`config.mk`:
```
export PLATFORM = sky130hd
export DESIGN_NAME = data_path_param
export DESIGN_NICKNAME = d
export VERILOG_FILES = /design/src/rtl/dp_pkg.sv /design/src/rtl/data_path_param_alu.sv /design/src/rtl/data_path_param.sv
export SDC_FILE = /design/constraint.sdc
export NUM_CORES = 1
export LEC_CHECK = 0
export CORE_ASPECT_RATIO = 1.4
export CORE_MARGIN = 2
export CORE_UTILIZATION = 50
export CTS_CLUSTER_DIAMETER = 80
export DETAILED_ROUTE_END_ITERATION = 8
export PLACE_DENSITY = 0.75
export SLEW_MARGIN = 5
export SYNTH_ARGS = -nofsm -noshare
export SYNTH_HDL_FRONTEND = slang
export SYNTH_HIERARCHICAL = 1
export SYNTH_SLANG_ARGS = --single-unit
```
`constraint.sdc`:
```
create_clock -name clk -period 12.55 [get_ports clk]
set_input_delay 1.8825 -clock clk [delete_from_list [all_inputs] [get_ports clk]]
set_output_delay 1.8825 -clock clk [all_outputs]
set_load 0.03 [all_outputs]
```
`src/rtl/dp_pkg.sv`:
```
// Shared encodings for the parametrised datapath:
// ALU opcodes, bus selects, read FSM states, CCR bit positions.
package dp_pkg;

    // ADD/SUB use A and B; INC/DEC/PASS use A only.
    localparam logic [3:0] ALU_ADD  = 4'd0;
    localparam logic [3:0] ALU_SUB  = 4'd1;
    localparam logic [3:0] ALU_AND  = 4'd2;
    localparam logic [3:0] ALU_OR   = 4'd3;
    localparam logic [3:0] ALU_XOR  = 4'd4;
    localparam logic [3:0] ALU_INC  = 4'd5;
    localparam logic [3:0] ALU_DEC  = 4'd6;
    localparam logic [3:0] ALU_PASS = 4'd7;

    localparam logic [1:0] BUS1_PC  = 2'b00;
    localparam logic [1:0] BUS1_REG = 2'b01;
    localparam logic [1:0] BUS1_MDR = 2'b10;
    localparam logic [1:0] BUS1_SP  = 2'b11;

    localparam logic [1:0] BUS2_ALU  = 2'b00;
    localparam logic [1:0] BUS2_BUS1 = 2'b01;
    localparam logic [1:0] BUS2_MDR  = 2'b10;
    localparam logic [1:0] BUS2_ZERO = 2'b11;

    typedef enum logic {
        RD_IDLE = 1'b0,
        RD_WAIT = 1'b1
    } rd_state_e;

    localparam int CCR_N = 3;
    localparam int CCR_Z = 2;
    localparam int CCR_V = 1;
    localparam int CCR_C = 0;

endpackage

```
`src/rtl/data_path_param_alu.sv`:
```
// Combinational ALU: result plus NZVC flags.
// C is carry-out for additions and borrow for subtractions.
module dp_alu
    import dp_pkg::*;
#(
    parameter int DATA_W = 8
) (
    input  logic [3:0]        op,
    input  logic [DATA_W-1:0] a,
    input  logic [DATA_W-1:0] b,
    output logic [DATA_W-1:0] result,
    output logic [3:0]        flags
);

    localparam int M = DATA_W - 1;

    logic [DATA_W:0] wide;
    logic            v;
    logic            c;

    always_comb begin
        wide   = '0;
        result = '0;
        v      = 1'b0;
        c      = 1'b0;
        case (op)
            ALU_ADD: begin
                wide   = {1'b0, a} + {1'b0, b};
                result = wide[M:0];
                c      = wide[DATA_W];
                v      = (a[M] == b[M]) && (result[M] != a[M]);
            end
            ALU_SUB: begin
                wide   = {1'b0, a} - {1'b0, b};
                result = wide[M:0];
                c      = wide[DATA_W];
                v      = (a[M] != b[M]) && (result[M] != a[M]);
            end
            ALU_AND:  result = a & b;
            ALU_OR:   result = a | b;
            ALU_XOR:  result = a ^ b;
            ALU_INC: begin
                wide   = {1'b0, a} + (DATA_W+1)'(1);
                result = wide[M:0];
                c      = wide[DATA_W];
                v      = !a[M] && result[M];
            end
            ALU_DEC: begin
                wide   = {1'b0, a} - (DATA_W+1)'(1);
                result = wide[M:0];
                c      = wide[DATA_W];
                v      = a[M] && !result[M];
            end
            ALU_PASS: result = a;
            default:  result = '0;
        endcase
        flags        = '0;
        flags[CCR_N] = result[M];
        flags[CCR_Z] = (result == '0);
        flags[CCR_V] = v;
        flags[CCR_C] = c;
    end

endmodule

```
`src/rtl/data_path_param.sv`:
```
// Parametrised microcontroller datapath: IR/MAR/PC/SP/MDR/Rn/CCR,
// two buses, ALU, stack pointer and a stalling memory-read handshake.
module data_path_param
    import dp_pkg::*;
#(
    parameter  int               DATA_W = 8,
    parameter  int               ADDR_W = 8,
    parameter  int               NREGS  = 4,
    parameter  logic [ADDR_W-1:0] SP_TOP = '1,
    localparam int               RSEL_W = $clog2(NREGS)
) (
    input  logic              clk,
    input  logic              reset,
    input  logic              ir_load,
    input  logic              mar_load,
    input  logic              pc_load,
    input  logic              pc_inc,
    input  logic              ccr_load,
    input  logic              pc_rel,
    input  logic              reg_wr_en,
    input  logic [RSEL_W-1:0] reg_wr_sel,
    input  logic [RSEL_W-1:0] reg_rd_sel,
    input  logic [RSEL_W-1:0] alu_b_reg_sel,
    input  logic [1:0]        bus1_sel,
    input  logic [1:0]        bus2_sel,
    input  logic [3:0]        alu_sel,
    input  logic              alu_b_sel,
    input  logic              sp_push,
    input  logic              sp_pop,
    input  logic              mem_rd,
    input  logic              mem_ack,
    input  logic [DATA_W-1:0] from_memory,
    output logic [DATA_W-1:0] to_memory,
    output logic              mem_req,
    output logic              stall,
    output logic              mdr_valid,
    output logic [DATA_W-1:0] ir,
    output logic [ADDR_W-1:0] address,
    output logic [ADDR_W-1:0] sp,
    output logic [3:0]        ccr,
    output logic              stack_err
);

    if (ADDR_W > DATA_W) begin : g_bad_addr_w
        $error("data_path_param: ADDR_W must not exceed DATA_W");
    end
    if (NREGS < 2) begin : g_bad_nregs
        $error("data_path_param: NREGS must be at least 2");
    end

    rd_state_e         state;
    logic [ADDR_W-1:0] pc;
    logic [DATA_W-1:0] mdr;
    logic [DATA_W-1:0] regs [NREGS];

    logic [DATA_W-1:0] bus1;
    logic [DATA_W-1:0] bus2;
    logic [DATA_W-1:0] bus2_pre;
    logic [DATA_W-1:0] alu_b;
    logic [DATA_W-1:0] alu_res;
    logic [3:0]        alu_flags;

    always_comb begin
        bus1 = '0;
        unique case (bus1_sel)
            BUS1_PC:  bus1 = DATA_W'(pc);
            BUS1_REG: bus1 = regs[reg_rd_sel];
            BUS1_MDR: bus1 = mdr;
            BUS1_SP:  bus1 = DATA_W'(sp);
        endcase
    end

    // BUS2 without the ALU leg, so ALU B never feeds back on itself.
    always_comb begin
        bus2_pre = '0;
        unique case (bus2_sel)
            BUS2_BUS1: bus2_pre = bus1;
            BUS2_MDR:  bus2_pre = mdr;
            default:   bus2_pre = '0;
        endcase
    end

    always_comb begin
        if (alu_b_sel && (bus2_sel != BUS2_ALU))
            alu_b = bus2_pre;
        else
            alu_b = regs[alu_b_reg_sel];
        bus2 = (bus2_sel == BUS2_ALU) ? alu_res : bus2_pre;
    end

    dp_alu #(.DATA_W(DATA_W)) u_alu (
        .op     (alu_sel),
        .a      (bus1),
        .b      (alu_b),
        .result (alu_res),
        .flags  (alu_flags)
    );

    assign to_memory = bus1;
    assign stall     = mem_req;

    always_ff @(posedge clk or posedge reset) begin
        if (reset) begin
            state     <= RD_IDLE;
            mem_req   <= 1'b0;
            mdr_valid <= 1'b0;
            mdr       <= '0;
        end else begin
            mdr_valid <= 1'b0;
            unique case (state)
                RD_IDLE: begin
                    if (mem_rd) begin
                        state   <= RD_WAIT;
                        mem_req <= 1'b1;
                    end
                end
                RD_WAIT: begin
                    if (mem_ack) begin
                        mdr       <= from_memory;
                        state     <= RD_IDLE;
                        mem_req   <= 1'b0;
                        mdr_valid <= 1'b1;
                    end
                end
            endcase
        end
    end

    always_ff @(posedge clk or posedge reset) begin
        if (reset) begin
            ir        <= '0;
            address   <= '0;
            pc        <= '0;
            sp        <= SP_TOP;
            ccr       <= '0;
            stack_err <= 1'b0;
            for (int i = 0; i < NREGS; i++)
                regs[i] <= '0;
        end else if (!mem_req) begin
            if (ir_load)
                ir <= bus2;
            if (mar_load)
                address <= bus2[ADDR_W-1:0];
            if (pc_load)
                pc <= pc_rel ? pc + mdr[ADDR_W-1:0]
                             : bus2[ADDR_W-1:0];
            else if (pc_inc)
                pc <= pc + ADDR_W'(1);
            if (reg_wr_en)
                regs[reg_wr_sel] <= bus2;
            if (ccr_load)
                ccr <= alu_flags;
            // Over/underflow leaves SP in place and latches the error.
            if (sp_push && !sp_pop) begin
                if (sp == '0)
                    stack_err <= 1'b1;
                else
                    sp <= sp - ADDR_W'(1);
            end else if (sp_pop && !sp_push) begin
                if (sp == SP_TOP)
                    stack_err <= 1'b1;
                else
                    sp <= sp + ADDR_W'(1);
            end
        end
    end

endmodule

```
==> flow_summary.toml <==
[status]
status = "completed"

[sta]
grt_setup_unrepaired = "false"
hold_violations = 0
worst_pin_slew_ps = 1307
fin_crit_ps = 6976
finalSetupViolCount = 0
post-route-period-util_pct = 55.58
setup_tns_ps = 0
slew_headroom_pct = 12.07
setup_ws_ps = 5574
fin_worst_skew_ps = 4.407
maxSlewViolCount = 0
fmax_mhz = 143.4

[logic_synthesis]
synth.avg_cell_area_um2 = 8.792
yosys-top-cells-area = "dfrtp_1 (26%), ha_1 (8.3%), nand2_1 (4.5%), a21oi_1 (4.3%), o21ai_0 (4.2%)"
muxShareOfSynthArea_pct = 10.67
synth_nets = 870
synthXorXnorAreaFrac_pct = 2.922
synth.distinct_cells = 83
synth-edff-count = 0
synth-simple-area-share_pct = 18.15
synthAdderAreaFrac_pct = 9.512
syn-cell-area_mm2 = 0.006893
synth_top_family_by_area = "compound AO/OA/AOI/OAI gates"
ys_seq_elements = 80
syn_inst = 784
synth-compound-area-share_pct = 23.34
async_flop_share_pct = 100.0
synth_flop_cell = "dfrtp_1"
yosysSeqAreaShare_pct = 29.19
synth_most_common_cell = "nand2_1"
yosysTopAreaCellShare_pct = 26.14
ys_warn_count = 6
yosysTopAreaCell = "dfrtp_1"
synth_common_cells = "nand2_1 (82), dfrtp_1 (72), nor2_1 (65)"

[setup_path]
startpoint_type = "input pin"
worstPathArrival_ps = 5090
cp-endpoint = "to_memory[7]"
rr_worst_depth = 16
r2r-start = "pc[1]"
cp_max_fo = 27
worstPathRequired_ps = 10670
critPathLaunch = "bus1_sel[0]"
end_kind = "output port"
crit_type = "input pin to output port"
r2r-end = "pc[7]"
rrSetupSlack_ps = 7760

[worst_hold_path]
hold_path.class = "flop to flop"

[global_routing]
grt_pass1_vias = 6432
grt_overflow = 0
grt_max_degree = 81
grt_usage_pct = 29.37
grt_pass1_wl_um = 33590
grt_antenna_before_repair = 0

[floorplanning]
initial_utilization_pct = 51.25
chipWidth_um = 103.2
die-area_mm2 = 0.01475
rows = 50
core_area_mm2 = 0.01345
pin_count = 76
die-height_um = 142.9

[job]
drv_cap = 0

[finish]
ff_latch_area_mm2 = 0.002012
fin_nets = 918
final_core_util_pct = 59.34
multi_input_area_mm2 = 0.004472
fillers = 1172
syn_to_final_growth_pct = 15.79
antenna_cells = 0
drive_gt1_share_pct = 10.17

[clock_network]
clk_latency_ps = 340
postCtsResizedCells = 0
clkSinkCount = 80
cts_buffer_depth = 2
holdBufCountCts = 0
clkSlewWorstSetupHoldPaths_ps = 60
cts_made_buffers = 9
ctsHtreeMaxLevel = 3
post_cts_buffers = 0
cts_root_buf = "clkbuf_16"
cts_tree = "built"

[place]
pre_cts_ws_ps = 5394
portBuffers = 75
routabilityCongestion = 0.9516
dpl.hpwl_um = 15590

[pwr]
cellPowerDensity_mw_per_mm2 = 205.2
irDropWorstVdd_mv = 0.1109
fin_total_pwr_uw = 1637
power_leakage_uw = 0.003311

[route]
viasPerCell = 6.287
vias = 6400
drtPass1Iterations = 7
drtAntennaViolNets = 0
avgRoutedWirePerCell_um = 20.22
drtIter0Drc = 638
totalWireLength_um = 20590
drc = 0
## kinds of logic (layout without fill, tap and decap cells)
group	after synthesis	count (layout)
simple gates	250	250
compound gates	241	241
buf+inv	92	144
flops	80	80
fa+ha+maj	50	50
mux	48	48
xor+xnor	23	23
## stage by stage
stage	hold WS (ps)	cell area [um2]	std cells
finish	471.2	7981	1018
global route	512.9	7981	1018
CTS	471.7	7981	1018
detailed placement	455.1	7700	1003
global placement	444.5	7700	1003
floorplan	458.4	6893	784
## flip-flops by register name, summed over array words and instances (netlist names)
name       cells
stack_err      1
ir             8
mdr            8
ccr            4
pc             8
address        8
regs          32
state          1
sp             8
mem_req        1
mdr_valid      1
## where the power goes
part | leakage [uW] | internal (uW) | switching, uW
Sequential | 0.000981 | 354 | 117
Combinational | 0.00220 | 395 | 520
Clock | 0.000134 | 144 | 108
Total | 0.00331 | 893 | 745
## critical path, cell delays in order
cell             delay [ps]
clkdlybuf4s50_1        1090
nand2_1                 160
o22ai_1                 270
nor3_1                   80
a31oi_1                 770
clkdlybuf4s50_1         830
## cells in the final DEF (no fill, tap or decap), drive strengths merged, types with 5 or more instances in the layout
master / instances
a21boi: 6
nand3: 12
o211ai: 8
o21a: 8
clkdlybuf4s50: 75
o21ai: 58
mux2i: 12
o22ai: 6
dfstp: 8
buf: 9
nor2b: 14
xnor2: 20
a211oi: 11
or3: 5
a22oi: 5
ha: 46
inv: 45
a211o: 10
nand4: 9
a221oi: 5
clkbuf: 11
nor4bb: 5
o31ai: 6
a21oi: 60
nor4: 6
a31oi: 16
nor3b: 7
dfrtp: 72
nor3: 11
mux2: 19
nand2: 83
a21o: 6
o21bai: 5
nand2b: 11
nor2: 65
mux4: 17
## area by class of cell
type | instances | area share (%)
clock inverter | 4 | 0.3606
timing repair buffer | 84 | 10.25
multi-input combinational | 612 | 56.03
tap | 182 | 2.853
inverter | 45 | 2.132
clock buffer | 11 | 3.167
sequential | 80 | 25.21
## layer usage
| metal | vias up | track usage (%) | routed length, um |
|---|---|---|---|
| met5 | - | 0 | 0 |
| met4 | 0 | 15.93 | 1049 |
| li1 | 2970 | - | - |
| met2 | 267 | 50.89 | 10640 |
| met1 | 3099 | 34.45 | 7941 |
| met3 | 64 | 4.112 | 954 |
## how the worst min path moves through the flow
| stage | slack [ps] | to | cells after the start | from |
|---|---|---|---|---|
| after floorplan | 460 | regs[0] | 2 | regs[0] |
| after global placement | 440 | stack_err | 1 | stack_err |
| after detailed placement | 460 | stack_err | 1 | stack_err |
| after CTS | 470 | stack_err | 1 | stack_err |
| after global routing | 510 | stack_err | 1 | stack_err |
| final | 470 | stack_err | 1 | stack_err |
(Power assumes the default switching activity.)
